[src/rtl/conv1_pkg.sv]
// Shared constants, FSM encoding and helpers for the conv1 PE column controller.
package conv1_pkg;

  localparam int DATA_W = 8;
  localparam int FILT_W = 24;
  localparam int PSUM_W = 20;
  localparam int KERNEL = 3;

  typedef enum logic [2:0] {
    IDLE      = 3'd0,
    LOAD_FILT = 3'd1,
    STREAM    = 3'd2,
    DRAIN     = 3'd3,
    DONE      = 3'd4
  } state_t;

  function automatic int n_out(input int w, input int k);
    return w - k + 1;
  endfunction

endpackage

[src/rtl/conv1_psum_out_reg.sv]
// Output pixel register: holds data/last stable while valid && !ready.
// Optional clamp of negative psums to zero when CONV1_CTRL_RELU_EN is defined.
module conv1_psum_out_reg
  import conv1_pkg::*;
(
  input  logic              clk,
  input  logic              rst,
  input  logic              capture,
  input  logic [PSUM_W-1:0] psum_in,
  input  logic              last_in,
  input  logic              psum_ready,
  output logic              psum_valid,
  output logic [PSUM_W-1:0] psum_data,
  output logic              psum_last
);

  logic [PSUM_W-1:0] psum_clamped;

  always_comb begin
`ifdef CONV1_CTRL_RELU_EN
    psum_clamped = psum_in[PSUM_W-1] ? '0 : psum_in;
`else
    psum_clamped = psum_in;
`endif
  end

  // capture is only raised when the slot is free, so a held pixel is never overwritten
  always_ff @(posedge clk) begin
    if (rst) begin
      psum_valid <= 1'b0;
      psum_data  <= '0;
      psum_last  <= 1'b0;
    end else if (capture) begin
      psum_valid <= 1'b1;
      psum_data  <= psum_clamped;
      psum_last  <= last_in;
    end else if (psum_ready) begin
      psum_valid <= 1'b0;
    end
  end

endmodule

[src/rtl/conv1_pe_col_ctrl.sv]
// Sequencer for one conv1 PE column: filter load, ifmap streaming, drain bubbles
// and psum hand-off. Optional ReLU clamp via CONV1_CTRL_RELU_EN (in conv1_psum_out_reg).
module conv1_pe_col_ctrl
  import conv1_pkg::*;
#(
  parameter int IFMAP_W  = 28,
  parameter int PSUM_LAT = 3
) (
  input  logic              clk,
  input  logic              rst,
  input  logic              start,
  output logic              busy,
  output logic              done,
  input  logic              filt_valid,
  output logic              filt_ready,
  input  logic [FILT_W-1:0] filt_data,
  input  logic              if_valid,
  output logic              if_ready,
  input  logic [DATA_W-1:0] if_data_0,
  input  logic [DATA_W-1:0] if_data_1,
  input  logic [DATA_W-1:0] if_data_2,
  output logic              pe_en,
  output logic [DATA_W-1:0] pe_ifmap_0,
  output logic [DATA_W-1:0] pe_ifmap_1,
  output logic [DATA_W-1:0] pe_ifmap_2,
  output logic [FILT_W-1:0] pe_filtr_0,
  output logic [FILT_W-1:0] pe_filtr_1,
  output logic [FILT_W-1:0] pe_filtr_2,
  input  logic [PSUM_W-1:0] pe_psum,
  output logic              psum_valid,
  input  logic              psum_ready,
  output logic [PSUM_W-1:0] psum_data,
  output logic              psum_last,
  output state_t            dbg_state
);

  localparam int N_OUT = n_out(IFMAP_W, KERNEL);
  localparam int CW    = $clog2(IFMAP_W + 1);
  localparam int BW    = $clog2(PSUM_LAT + 1);
  localparam logic [CW-1:0] LAST_BEAT = CW'(IFMAP_W - 1);
  localparam logic [CW-1:0] FIRST_TAG = CW'(KERNEL - 1);
  localparam logic [CW-1:0] LAST_OUT  = CW'(N_OUT - 1);
  localparam logic [BW-1:0] N_BUB     = BW'(PSUM_LAT - 1);

  state_t state, state_nx;
  logic [1:0]          fcnt;
  logic [CW-1:0]       beat_cnt, out_cnt;
  logic [PSUM_LAT-1:0] tag_q;
  logic [BW-1:0]       bub_cnt;
  logic                taken, last_hs;
  logic                slot_free, tag_hold, adv, capture, bub_done, filt_hs, last_now;

  // All three ports transfer a word on a cycle where valid && ready; valid never
  // waits on ready, and psum_valid holds data/last stable until psum_ready.
  assign slot_free = !psum_valid || psum_ready;
  assign tag_hold  = tag_q[PSUM_LAT-1] && !taken;
  assign adv       = !tag_hold || slot_free;
  assign capture   = tag_hold && slot_free;
  assign bub_done  = (bub_cnt == N_BUB);
  assign filt_hs   = filt_valid && filt_ready;
  assign last_now  = psum_valid && psum_ready && psum_last;
  assign dbg_state = state;

  always_comb begin
    state_nx   = state;
    busy       = (state != IDLE);
    done       = 1'b0;
    filt_ready = 1'b0;
    if_ready   = 1'b0;
    pe_en      = 1'b0;
    case (state)
      IDLE:      if (start) state_nx = LOAD_FILT;
      LOAD_FILT: begin
        filt_ready = 1'b1;
        if (filt_valid && fcnt == 2'd2) state_nx = STREAM;
      end
      STREAM: begin
        if_ready = adv;
        pe_en    = adv && if_valid;
        if (pe_en && beat_cnt == LAST_BEAT) state_nx = DRAIN;
      end
      DRAIN: begin
        pe_en = adv && !bub_done;
        if (bub_done && tag_q == '0 && (last_hs || last_now)) state_nx = DONE;
      end
      DONE: begin
        done     = 1'b1;
        state_nx = IDLE;
      end
      default: state_nx = IDLE;
    endcase
  end

  always_ff @(posedge clk) begin
    if (rst) begin
      state      <= IDLE;
      fcnt       <= '0;
      pe_filtr_0 <= '0;
      pe_filtr_1 <= '0;
      pe_filtr_2 <= '0;
      beat_cnt   <= '0;
      out_cnt    <= '0;
      tag_q      <= '0;
      bub_cnt    <= '0;
      taken      <= 1'b0;
      last_hs    <= 1'b0;
      pe_ifmap_0 <= '0;
      pe_ifmap_1 <= '0;
      pe_ifmap_2 <= '0;
    end else begin
      state <= state_nx;
      if (state == IDLE && start) begin
        fcnt    <= '0;
        tag_q   <= '0;
        bub_cnt <= '0;
        taken   <= 1'b0;
        last_hs <= 1'b0;
      end
      if (filt_hs) begin
        case (fcnt)
          2'd0:    pe_filtr_0 <= filt_data;
          2'd1:    pe_filtr_1 <= filt_data;
          default: pe_filtr_2 <= filt_data;
        endcase
        fcnt <= fcnt + 2'd1;
        if (fcnt == 2'd2) begin
          beat_cnt <= '0;
          out_cnt  <= '0;
        end
      end
      if (pe_en) begin
        tag_q <= {tag_q[PSUM_LAT-2:0], (state == STREAM) && (beat_cnt >= FIRST_TAG)};
        taken <= 1'b0;
        if (state == STREAM) begin
          pe_ifmap_0 <= if_data_0;
          pe_ifmap_1 <= if_data_1;
          pe_ifmap_2 <= if_data_2;
          beat_cnt   <= beat_cnt + CW'(1);
        end else begin
          pe_ifmap_0 <= '0;
          pe_ifmap_1 <= '0;
          pe_ifmap_2 <= '0;
          bub_cnt    <= bub_cnt + BW'(1);
        end
      end else if (capture) begin
        // once bubbles are spent the column no longer steps, so retire the tag directly
        if (state == DRAIN && bub_done) tag_q[PSUM_LAT-1] <= 1'b0;
        else                            taken <= 1'b1;
      end
      if (capture)  out_cnt <= out_cnt + CW'(1);
      if (last_now) last_hs <= 1'b1;
    end
  end

  conv1_psum_out_reg u_out (
    .clk        (clk),
    .rst        (rst),
    .capture    (capture),
    .psum_in    (pe_psum),
    .last_in    (out_cnt == LAST_OUT),
    .psum_ready (psum_ready),
    .psum_valid (psum_valid),
    .psum_data  (psum_data),
    .psum_last  (psum_last)
  );

endmodule

[config.mk]
export PLATFORM = sky130hd
export DESIGN_NAME = conv1_pe_col_ctrl
export DESIGN_NICKNAME = d
export VERILOG_FILES = /design/src/rtl/conv1_pkg.sv /design/src/rtl/conv1_psum_out_reg.sv /design/src/rtl/conv1_pe_col_ctrl.sv
export SDC_FILE = /design/constraint.sdc
export NUM_CORES = 1
export LEC_CHECK = 0
export BUFFER_PORTS_ARGS = -buffer_cell sky130_fd_sc_hd__buf_2
export CAP_MARGIN = 25
export CORE_MARGIN = 2
export CORE_UTILIZATION = 40
export DETAILED_ROUTE_END_ITERATION = 16
export GPL_TIMING_DRIVEN = 0
export PLACE_DENSITY_LB_ADDON = 0.1
export SKIP_LAST_GASP = 1
export SYNTH_ARGS = -nofsm -noshare
export SYNTH_HDL_FRONTEND = slang
export SYNTH_HIERARCHICAL = 1
export SYNTH_SLANG_ARGS = --single-unit
[constraint.sdc]
create_clock -name clk -period 4.8 [get_ports clk]
set_input_delay 0.96 -clock clk [delete_from_list [all_inputs] [get_ports clk]]
set_output_delay 0.96 -clock clk [all_outputs]
set_load 0.02 [all_outputs]
Word-level counts from Yosys, hierarchy flattened
Index checks and enable logic that the tools add are counted.
{"block": "op_classes", "add_sub_neg": 4, "n_lt_le_gt_ge": 1, "eq_ne": 13, "n_mux": 36, "bitwise": 1, "n_reduce_logical": 38}
{"op": "5-bit 2-to-1 mux", "n": 7}
{"op": "8-bit 2-to-1 mux", "n": 3}
{"op": "3-bit 2-to-1 mux", "n": 5}
{"op": "1-bit logical AND", "n": 14}
{"op": "1-bit 2-to-1 mux", "n": 13}
{"op": "2-bit 2-to-1 mux", "n": 6}
{"op": "3-bit one-hot mux with 4 select lines", "n": 1}
{"op": "2-bit nonzero test", "n": 6}
{"op": "5-bit by 1-bit adder with 5-bit output, second input constant", "n": 2}
{"op": "5-bit == test, second input constant", "n": 2}
{"op": "2-bit inequality test, second input constant", "n": 4}
{"op": "2-bit AND reduction", "n": 4}
{"op": "3-bit by 2-bit == test with 1-bit output, second input constant", "n": 2}
{"op": "3-bit logical NOT", "n": 2}
{"op": "5-bit by 2-bit >= comparator with 1-bit output, second input constant", "n": 1}
{"op": "2-bit by 1-bit adder with 2-bit output, second input constant", "n": 2}
{"op": "2-bit == test, second input constant", "n": 2}
{"op": "1-bit logical NOT", "n": 4}
{"op": "4-bit AND reduction", "n": 1}
{"op": "2-bit OR reduction", "n": 2}
{"op": "3-bit by 1-bit == test with 1-bit output, second input constant", "n": 1}
{"op": "3-bit == test, second input constant", "n": 1}
{"op": "1-bit logical OR", "n": 3}
{"op": "3-bit nonzero test", "n": 1}
{"op": "4 further kinds", "n": 4}
{"block": "word_totals", "register_bits": 140, "input_bits": 74, "out_inout_bits": 126, "wordCells": 111}

Logic depth before layout (Yosys ltp)
{"block": "depth", "ltp_word": 8, "mapped_depth": 8, "depth_no_buf": 7}

Hierarchy
The synthesis kept the hierarchy.
{"module": "conv1_pe_col_ctrl", "instances": 1, "cells_each": 522, "area_per_inst_um2": 4623.2, "seq_area_each_um2": 2362.3}
{"module": "conv1_psum_out_reg", "instances": 1, "cells_each": 72, "area_per_inst_um2": 804.5, "seq_area_each_um2": 440.4}

Worst setup path before layout
OpenSTA, ideal clock, no wires.
{"block": "synth_timing", "path_kind": "input port to output port", "startpoint": "input port psum_ready", "endpoint": "output port if_ready", "arrival_time_ps": 1467, "required_time_ps": 3840, "path_slack_ps": 2373, "cell_stages": 2, "cell_sequence": "nand4bb_4 > and2_1"}
{"block": "synth_between", "elab_chain_len": 3}
{"item": "start: declaration", "line_no": "conv1_pe_col_ctrl.sv:31", "rtl": "input logic psum_ready,"}
{"item": "1-bit logical OR", "line_no": "conv1_pe_col_ctrl.sv:55", "rtl": "assign slot_free = !psum_valid || psum_ready;"}
{"item": "1-bit logical OR", "line_no": "conv1_pe_col_ctrl.sv:57", "rtl": "assign adv = !tag_hold || slot_free;"}
{"item": "1-bit 2-to-1 mux", "line_no": "conv1_pe_col_ctrl.sv:71", "rtl": "case (state)"}
{"item": "end: declaration", "line_no": "conv1_pe_col_ctrl.sv:18", "rtl": "output logic if_ready,"}
No other way between the ends.

Worst setup path after layout
{"block": "layout_timing", "startpoint": "input port psum_ready", "endpoint": "output port pe_en"}
{"block": "layout_between", "elab_chain_len": 4, "word_cells_on_any_way": 5, "cone_classes": "1 x mux; 4 x reduce/logical"}
{"item": "1-bit logical OR *", "line_no": "conv1_pe_col_ctrl.sv:55"}
{"item": "1-bit logical OR *", "line_no": "conv1_pe_col_ctrl.sv:57"}
{"item": "1-bit logical AND (on tied branches)", "line_no": "conv1_pe_col_ctrl.sv:83, conv1_pe_col_ctrl.sv:79"}
{"item": "1-bit one-hot mux with 2 select lines *", "line_no": "conv1_pe_col_ctrl.sv:71"}
{"item": "end: declaration", "line_no": "conv1_pe_col_ctrl.sv:22", "rtl": "output logic pe_en,"}
Mark *: on every way between the ends. The rest lies on a longest branch, timed or not.

==> results.md <==
| Metric | This run | Unit |
|---|---|---|
| Status | completed | - |
| Critical path peak fanout | 7 | - |
| Total number of yosys warnings | 6 | - |
| Accumulated negative setup slack | 0 | ns |
| Cell area reported after detailed placement | 6640 | um^2 |
| Worst stage delay on the critical path | 0.30 | ns |
| Net switching share of the total power | 0.228 | - |
| Share of flip-flops with an asynchronous set or reset after synthesis | 0 | - |
| Top FF cell, synth | dfxtp_1 | - |
| Maximum ir drop on the vdd rail | 0.206 | mV |
| Critical-path cell with the highest stage delay | nand4bb_4 | - |
| X dimension of the die | 120 | um |
| Final Hold Viols | 0 | - |
| Total half-perimeter wirelength after legalization and detailed placement | 11.3 | mm |
| Area inside the core boundary | 13200 | um^2 |
| Worst Hold Class | reg -> reg | - |
| Synthesis-to-finish area growth | 33.3 | % |
| Clock tree skew after final layout | 0.00557 | ns |
| Total number of H-tree levels | 4 | - |
| Wire length per cell | 15.0 | um |
| Overall global routing resource usage | 0.209 | - |
| Cell Chain, Critical Path | buf_2 > nand4bb_4 > o21ai_4 > inv_4 > buf_2 | - |
| Number of setup buffers added after CTS | 0 | - |
| Timing startpoint of the critical path | psum_ready | - |
| Comb power frac | 0.082 | - |
| Post-layout minimum cycle time | 2.79 | ns |
| Number of top-level pins | 200 | - |
| R2R Path Start | dbg_state[0] | - |
| Non-filler instance count after layout | 1001 | - |
| Synth unique cells | 51 | - |
| Source of the worst hold timing path | pe_filtr_2[20] | - |
| Net switching power | 621 | uW |
| Total routed wirelength | 15.0 | mm |
| Cell count after synthesis | 594 | - |
| Power density over the cells | 376 | nW/um^2 |
| First-pass GRT wire length | 23.6 | mm |
| Largest buffer count on any clock path | 2 | - |
| Max Clock Freq | 0.359 | GHz |
| Worst-Margin Slew | 0.597 | ns |
| Total number of placement rows | 42 | - |
| Classification of the worst setup path | in -> out | - |
| Post-place setup slack | 2.01 | ns |
| Seq pwr share | 0.441 | - |
| Final setup violation count | 0 | - |
| TritonRoute pass-1 iters | 5 | - |
| DIE AREA | 14500 | um^2 |
| Overall power after layout | 2.72 | mW |
| DRC Markers | 0 | - |
| Setup repair after global routing missed its margin | no | - |
| Initial core utilization | 0.410 | - |
| Iteration-0 DRC count of the detailed router | 275 | - |
| Data arrival time of the critical path | 1.83 | ns |
| Count of flip-flops with a built-in enable after synthesis | 0 | - |
| Number of diodes added for antenna fixing | 0 | - |
| Clk pwr share | 0.477 | - |
| CTS-repair resized insts | 0 | - |
| Global placement routability congestion | 0.837 | - |
| Leakage power total | 3.17 | nW |
| Max-slew headroom | 0.602 | - |
| Port Buffers | 199 | - |
| Clock transition at path regs | 0.05 | ns |
| Clock tree from TritonCTS | built | - |
| Count of vias placed by the detailed router | 5001 | - |
| Count of final max-slew check failures | 0 | - |
| Worst Slack Setup Final | 2.01 | ns |
| Register bit count reported by yosys | 140 | - |
| Cell chosen for the clock root | clkbuf_16 | - |
| Hold buffer count at cts | 0 | - |
| Share of post-route cells with drive strength above 1 | 0.327 | - |
| Final design area excluding fillers | 7230 | um^2 |
| Count of placed standard cells including taps | 969 | - |
| Cts bufs inserted | 17 | - |
| Pin count of the biggest net entering global routing | 17 | - |
| Register area share after synthesis | 0.516 | - |
| Layout fillers | 1324 | - |
| Final clock period utilization by the worst path | 0.580 | - |
| Via count of the first global-routing pass | 4693 | - |
| Number of antenna violations at the first check in global routing | 0 | - |
| Required time at the endpoint of the critical path | 3.84 | ns |
| Layout Nets | 894 | - |
| Post-detailed-route via-to-cell ratio | 5.00 | - |
| Cell repeated most along the worst path | buf_2 | - |
| Pint | 2.10 | mW |
| Kind of capture point of the worst setup path | primary output | - |
| Remaining antenna violation count | 0 | - |
| Sort of element at the start of the critical path | input port | - |
| Synth Area per Inst | 9.14 | um^2 |
| # Max-Cap Violations | 0 | - |
| Overflow left after global routing | 0 | - |
| Syn nets | 676 | - |
| Overall die height | 120 | um |
| Number of clock sinks | 140 | - |
| Worst skew pair latency | 0.41 | ns |
| Post-synthesis cell area | 5430 | um^2 |
power by group through the flow:
stage / Clock, mW / Sequential (mW) / Combinational (mW)
2_1_floorplan: 0 / 1.25 / 0.105
3_3_place_gp: 0 / 1.22 / 0.220
3_5_place_dp: 0 / 1.22 / 0.224
4_1_cts: 1.32 / 1.20 / 0.225
5_1_grt: 1.38 / 1.20 / 0.243
6_report: 1.30 / 1.20 / 0.223
worst max-delay path, delay by kind of cell:
family	cells	cell delay, ns
compound gates	1	0.15
buf+inv	3	0.41
simple gates	1	0.30
per-stage QoR:
stage                     utilization  hold slack (ns)
after CTS                       0.546            0.454
after global routing            0.546            0.468
after global placement          0.502            0.438
after detailed placement        0.502            0.446
final                           0.546            0.450
after floorplan                     -            0.440
state kept, by name, summed over array words and instances (netlist names):
signal / count
beat_cnt: 5
bub_cnt: 2
dbg_state: 3
fcnt: 2
last_hs: 1
out_cnt: 5
pe_filtr_0: 24
pe_filtr_1: 24
pe_filtr_2: 24
pe_ifmap_0: 8
pe_ifmap_1: 8
pe_ifmap_2: 8
tag_q: 3
taken: 1
u_out/psum_data: 20
u_out/psum_last: 1
u_out/psum_valid: 1
final timing paths:
path	end	slack (ns)	depth (start not counted)
setup reg to reg	pe_filtr_2[12]	2.98	5
hold reg to reg	pe_filtr_2[20]	0.45	2
hold / removal	pe_filtr_2[20]	0.45	2
setup / recovery	pe_en	2.01	5
per-layer routing:
layer	up-vias	GRT usage	wire, um
li1	2462	-	-
met1	2369	0.266	6530
met2	151	0.345	7410
met3	19	0.0472	877
met4	0	0.0756	205
met5	-	0	0
cell type report:
cell class                 count  area, um^2  area share
timing repair buffer         199         996       0.138
clock inverter                 7        85.1      0.0118
multi-input combinational    406        2310       0.319
inverter                       8        32.5     0.00450
clock buffer                  25         505      0.0699
tap                          176         220      0.0304
sequential                   140        2800       0.387
buffer                        40         283      0.0391
cells by family after synthesis:
family,Yosys count,share of synthesized area
XOR/XNOR,1,0.00161
AND/OR/NAND/NOR,248,0.215
flip-flops,140,0.516
buffers and inverters,48,0.0581
adder cells (fa/ha/maj),8,0.0184
AO/OA/AOI/OAI,124,0.143
multiplexers,25,0.0468
cells in the final DEF, fill, tap and decap left out, types with 3 or more instances in the layout:
cell type and n:
inv_1 7, nand3b_1 3, clkbuf_8 5, nor3b_1 3, mux2i_1 22, nor2_1 30, buf_2 210, buf_6 7
clkinv_2 5, nor2b_1 3, ha_1 8, nand2_1 158, clkbuf_16 17, and3_1 4, buf_4 9, o21ai_0 3
nor3_1 8, nand2b_1 5, clkbuf_1 14, a22o_1 25, and2_1 4, a21oi_1 83, and4bb_1 3, nand3_1 12
dfxtp_1 140
cell usage after synthesis (2+ instances only):
cell type,number,area (um^2)
buf_4,9,67.6
and3_1,4,25.0
nor3b_1,3,22.5
o21ai_0,3,15.0
a32oi_1,2,17.5
ha_1,8,100
inv_1,7,26.3
nand3b_1,3,22.5
a21oi_1,83,415
nand3_1,12,60.1
clkbuf_1,11,41.3
buf_6,7,78.8
dfxtp_1,140,2800
nor2_1,30,113
a22o_1,25,219
nand2_1,158,593
a311oi_1,2,17.5
nor3_1,8,40.0
mux2i_1,22,220
nor2b_1,3,18.8
nand2b_1,5,31.3
or3_1,2,12.5
and4b_1,2,20.0
buf_12,2,40.0
buf_2,11,55.1
mux2_1,2,22.5
and4bb_1,3,37.5
and2_1,4,25.0
Power figures use the tool's default switching activity.
